## src/rtl/mux_dff_arbiter.sv

```systemverilog
// Two-requester round-robin arbiter owning a single muxed capture register.
// The owner's data is captured each cycle it requests; MAX_HOLD bounds ownership under contention.
module mux_dff_arbiter #(
  parameter int unsigned WIDTH    = 1,
  parameter int unsigned MAX_HOLD = 4
) (
  input  logic             clk,
  input  logic             rst,
  input  logic             req0,
  input  logic             req1,
  input  logic [WIDTH-1:0] d0,
  input  logic [WIDTH-1:0] d1,
  output logic             gnt0,
  output logic             gnt1,
  output logic             sel,
  output logic [WIDTH-1:0] q,
  output logic             q_valid,
  output logic [3:0]       hold_cnt
);

  localparam int unsigned   CNT_W    = 4;
  localparam logic [CNT_W-1:0] CNT_MAX  = CNT_W'(15);
  localparam logic [CNT_W-1:0] HOLD_LIM = CNT_W'(MAX_HOLD);

  typedef enum logic [1:0] {
    IDLE   = 2'd0,
    GRANT0 = 2'd1,
    GRANT1 = 2'd2
  } state_t;

  state_t             r_state;
  logic               r_last;
  logic [WIDTH-1:0]   r_q;
  logic               r_q_valid;
  logic [CNT_W-1:0]   r_hold;

  logic               w_own1;
  logic               w_req_own;
  logic               w_req_oth;
  logic [WIDTH-1:0]   w_d_own;
  logic [CNT_W-1:0]   w_cnt_inc;
  state_t             w_other;

  // Fold GRANT0/GRANT1 into "owner" and "other" views so one branch serves both.
  always_comb begin
    w_own1    = (r_state == GRANT1);
    w_req_own = w_own1 ? req1 : req0;
    w_req_oth = w_own1 ? req0 : req1;
    w_d_own   = w_own1 ? d1 : d0;
    w_other   = w_own1 ? GRANT0 : GRANT1;
    w_cnt_inc = (r_hold == CNT_MAX) ? r_hold : r_hold + CNT_W'(1);
  end

  always_ff @(posedge clk or negedge rst) begin
    if (!rst) begin
      r_state   <= IDLE;
      r_last    <= 1'b1;
      r_q       <= '0;
      r_q_valid <= 1'b0;
      r_hold    <= '0;
    end else begin
      case (r_state)
        IDLE: begin
          r_q_valid <= 1'b0;
          r_hold    <= '0;
          if (req0 && req1) begin
            r_state <= r_last ? GRANT0 : GRANT1;
          end else if (req0) begin
            r_state <= GRANT0;
          end else if (req1) begin
            r_state <= GRANT1;
          end
        end
        GRANT0, GRANT1: begin
          if (w_req_own) begin
            r_q       <= w_d_own;
            r_q_valid <= 1'b1;
            // Forced rotation uses the count including this edge's capture.
            if (w_req_oth && (w_cnt_inc >= HOLD_LIM)) begin
              r_state <= w_other;
              r_last  <= w_own1;
              r_hold  <= '0;
            end else begin
              r_hold  <= w_cnt_inc;
            end
          end else begin
            r_q_valid <= 1'b0;
            r_state   <= w_req_oth ? w_other : IDLE;
            r_last    <= w_own1;
            r_hold    <= '0;
          end
        end
        default: begin
          r_state   <= IDLE;
          r_q_valid <= 1'b0;
          r_hold    <= '0;
        end
      endcase
    end
  end

  assign gnt0     = (r_state == GRANT0);
  assign gnt1     = (r_state == GRANT1);
  assign sel      = (r_state == GRANT1);
  assign q        = r_q;
  assign q_valid  = r_q_valid;
  assign hold_cnt = r_hold;

endmodule

```

## config.mk

```make
export PLATFORM = sky130hd
export DESIGN_NAME = mux_dff_arbiter
export DESIGN_NICKNAME = d
export VERILOG_FILES = /design/src/rtl/mux_dff_arbiter.sv
export SDC_FILE = /design/constraint.sdc
export NUM_CORES = 1
export LEC_CHECK = 0
export ABC_AREA = 1
export ABC_CLOCK_PERIOD_IN_PS = 4700
export CORE_MARGIN = 2
export CORE_UTILIZATION = 30
export DETAILED_ROUTE_END_ITERATION = 7
export SLEW_MARGIN = 30
export SYNTH_ARGS = -nofsm -noshare
export SYNTH_HDL_FRONTEND = slang
export SYNTH_SLANG_ARGS = --single-unit
```

## constraint.sdc

```tcl
create_clock -name clk -period 4.7 [get_ports clk]
set_clock_uncertainty 0.2 [all_clocks]
set_input_delay 1.175 -clock clk [delete_from_list [all_inputs] [get_ports clk]]
set_output_delay 1.175 -clock clk [all_outputs]
set_load 0.1 [all_outputs]
```

==> summary.txt <==
Timing
  – Setup Total Neg Slack: 0 ns
  – Slew margin rel.: 35.4%
  – Final min period: 3.77 ns
  – Final setup violation count: 0
  – Final Worst Setup Slack: 0.927 ns
  – Hold Slack: 0.272 ns
  – Achievable frequency: 265 MHz
  – Final Hold Viols: 0
  – Worst Max-Slew Pin Slew: 0.966 ns
  – Slew Limit Fails: 0
  – Unrepaired setup endpoints after global routing: false
  – Final worst-path cycle share: 80.3%

Worst setup path
  – Arr. time, crit path: 2.40 ns
  – Critical path class: flip-flop to output port
  – CP Launch Type: flip-flop
  – Critical Path RT: 3.32 ns
  – CP Capture Type: output port
  – Critical-path maximum fanout: 10
  – RR Startpoint: r_state[0]
  – Critical Path Source: r_state[0]

Floorplanning
  – Die X: 50.1 um
  – Row count: 16
  – Core Box Area: 1980 um2
  – Die area: 2510 um2
  – IO Pins: 15
  – Initial core utilization: 32.1%
  – Die height: 50.1 um

Final layout
  – Layout cells sized above 1: 15.8%
  – Number of diodes: 0
  – Layout Nets: 107
  – Final core utilization: 41.3%
  – Design Area, Final: 818 um2
  – Fillers: 206
  – Area grow syn2layout: 28.5%

Synthesis
  – Yosys warns: 0
  – XOR/XNOR Fraction of Synth Area: 0%
  – Synth Area in Compound Gates: 11.8%
  – Simple-gate portion of the synthesized area: 34.0%
  – Post-Synth Adder-Cell Area: 9.82%
  – Largest family of logic cells by synthesized area: simple AND/OR/NAND/NOR gates
  – Gate count after technology mapping: 79
  – Library cells used by synthesis: 24
  – Yosys reg bits: 9
  – Sequential area share after synthesis: 35.6%
  – Syn Nets: 90
  – Synthesized area: 637 um2
  – Multiplexer share of the synthesized area: 0%
  – Avg Synthesized Cell Area: 8.06 um2

Clocking
  – CTS max path bufs: 2
  – H-tree depth: 1
  – TritonCTS Buffers: 3
  – Clk sinks: 9
  – CTS tree: yes
  – Worst-path clk slew: 0.06 ns
  – Post-CTS Setup Bufs: 0
  – CTS Hold Buffers Added: 0
  – Clock Latency Late Sink: 0.26 ns
  – CTS resizes: 0
  – Clock root cell: clkbuf_4

Placement
  – Input/output buffers: 14
  – Placed instance area: 792 um2
  – Final HPWL DP: 899 um
  – Final Wtd Congestion: 0.759
  – Setup WS pre-CTS: 1.20 ns

Routing
  – Total Wirelength: 1.16 mm
  – Via count: 530
  – DR DRC count: 0
  – 1st-pass router iterations: 3
  – Routed Antenna Nets: 0
  – Detailed-route vias per instance: 4.34
  – DRT iter0 DRCs: 9
  – DR WL/cell: 9.54 um

GRT
  – GRT Overall Usage: 10.6%
  – Largest net degree at the start of global routing: 11
  – Grt ovf: 0
  – Vias in the first global route: 471
  – First-pass GRT wire length: 1.97 mm
  – Antenna violations before repair: 0

Pwr
  – Peak supply drop: 0.000419 V
  – PD cells: 727 nW/um2
  – Switching share of power: 57.9%
  – Cell Int Power: 0.000250 W
  – Combinational Power Share: 69.3%
  – Psw: 0.000345 W
  – Static Leakage: 0.381 nW
  – Clock power frac: 10.2%
  – Sequential share of power: 20.5%

Min path
  – HP Start: r_last
  – HP Class: flip-flop to flip-flop

Flow run
  – Max-cap violations: 0

Run status
  – Status: complete, no violations
worst max-delay path, stage by stage, from the launching register on:
cell and delay (ns):
dfrtp_1 0.41, inv_1 0.09, ha_1 0.42, clkdlybuf4s50_1 1.22
power groups by stage:
stage | Sequential, W | Combinational [W] | Clock [W]
finish | 0.000122 | 0.000412 | 0.0000608
global route | 0.000126 | 0.000441 | 0.0000689
CTS | 0.000122 | 0.000416 | 0.0000626
detailed placement | 0.000124 | 0.000412 | 0
global placement | 0.000122 | 0.000414 | 0
floorplan | 0.000204 | 0.000270 | 0
through the flow:
step / total power, W / std cells
after detailed placement: 0.000537 / 118
final: 0.000595 / 122
after global placement: 0.000537 / 118
after CTS: 0.000601 / 122
after global routing: 0.000635 / 122
after floorplan: 0.000474 / 79
flip-flops by register name, summed over array words and instances (netlist names):
name / count
hold_cnt: 4
r_state: 2
r_last: 1
q: 1
q_valid: 1
path summary, 6_finish.rpt:
check / endpoint / cells after the start / slack [ns]
worst max-delay path: gnt1 / 3 / 0.93
max in group asynchronous: r_last / 1 / 2.96
worst max register to register: r_state[1] / 8 / 2.86
worst min register to register: r_last / 2 / 0.27
worst min-delay path: r_last / 2 / 0.27
min in group asynchronous: q / 1 / 1.01
Yosys cell counts:
cell type,number,share of area (%)
a31oi_1,1,0.98
buf_6,1,1.8
a21oi_1,4,3.1
o21a_4,1,2.4
nor2_1,6,3.5
nand2_4,1,1.8
inv_1,8,4.7
nand2_2,3,2.9
buf_4,1,1.2
nor2_8,1,3.1
or2_2,1,0.98
o21ai_0,2,1.6
clkinv_1,1,0.59
dfstp_2,1,4.1
o211ai_1,1,1.2
nor4_1,1,0.98
nor2_2,1,0.98
nor2_4,1,1.8
dfrtp_1,8,31
ha_1,5,9.8
nand2_1,21,12
nand3_1,7,5.5
o21ai_4,1,2.6
inv_2,1,0.59
layout by cell type (no fill, tap or decap):
| cell | count |
|---|---|
| nand2_1 | 21 |
| clkdlybuf4s50_1 | 14 |
| inv_1 | 8 |
| dfrtp_1 | 8 |
| nand3_1 | 7 |
| nor2_1 | 6 |
| ha_1 | 5 |
| a21oi_1 | 4 |
| nand2_2 | 3 |
| clkbuf_4 | 3 |
| o21ai_0 | 2 |
| nor2_4 | 1 |
| or2_2 | 1 |
| clkinv_1 | 1 |
| nor2_2 | 1 |
| o21ai_4 | 1 |
| inv_2 | 1 |
| o21a_4 | 1 |
| nor2_8 | 1 |
| nand2_4 | 1 |
| nor4_1 | 1 |
| a31oi_1 | 1 |
| o211ai_1 | 1 |
| clkbuf_1 | 1 |
| dfstp_2 | 1 |
area by class of cell:
class	instances	area [um2]	share of cell area, %
Sequential cell	9	226	27.7
Tap cell	27	33.8	4.13
Clock buffer	4	26.3	3.21
Timing Repair Buffer	14	140	17.1
Inverter	10	37.5	4.59
Multi-Input combinational cell	58	354	43.3
per-layer routing:
layer,share of wire [%],vias to the layer above,routed length (um),GRT usage (%)
met2,41,13,474,14.3
met3,4.2,3,49,3.64
met5,0,-,0,0
met1,53,231,615,14.2
li1,-,283,-,-
met4,2.0,0,23,6.94
kinds of logic (layout without fill, tap and decap cells):
family,after synthesis,after routing
compound gates,10,10
fa+ha+maj,5,5
buf+inv,12,28
flops,9,9
simple gates,43,43
Power figures use the tool's default switching activity.
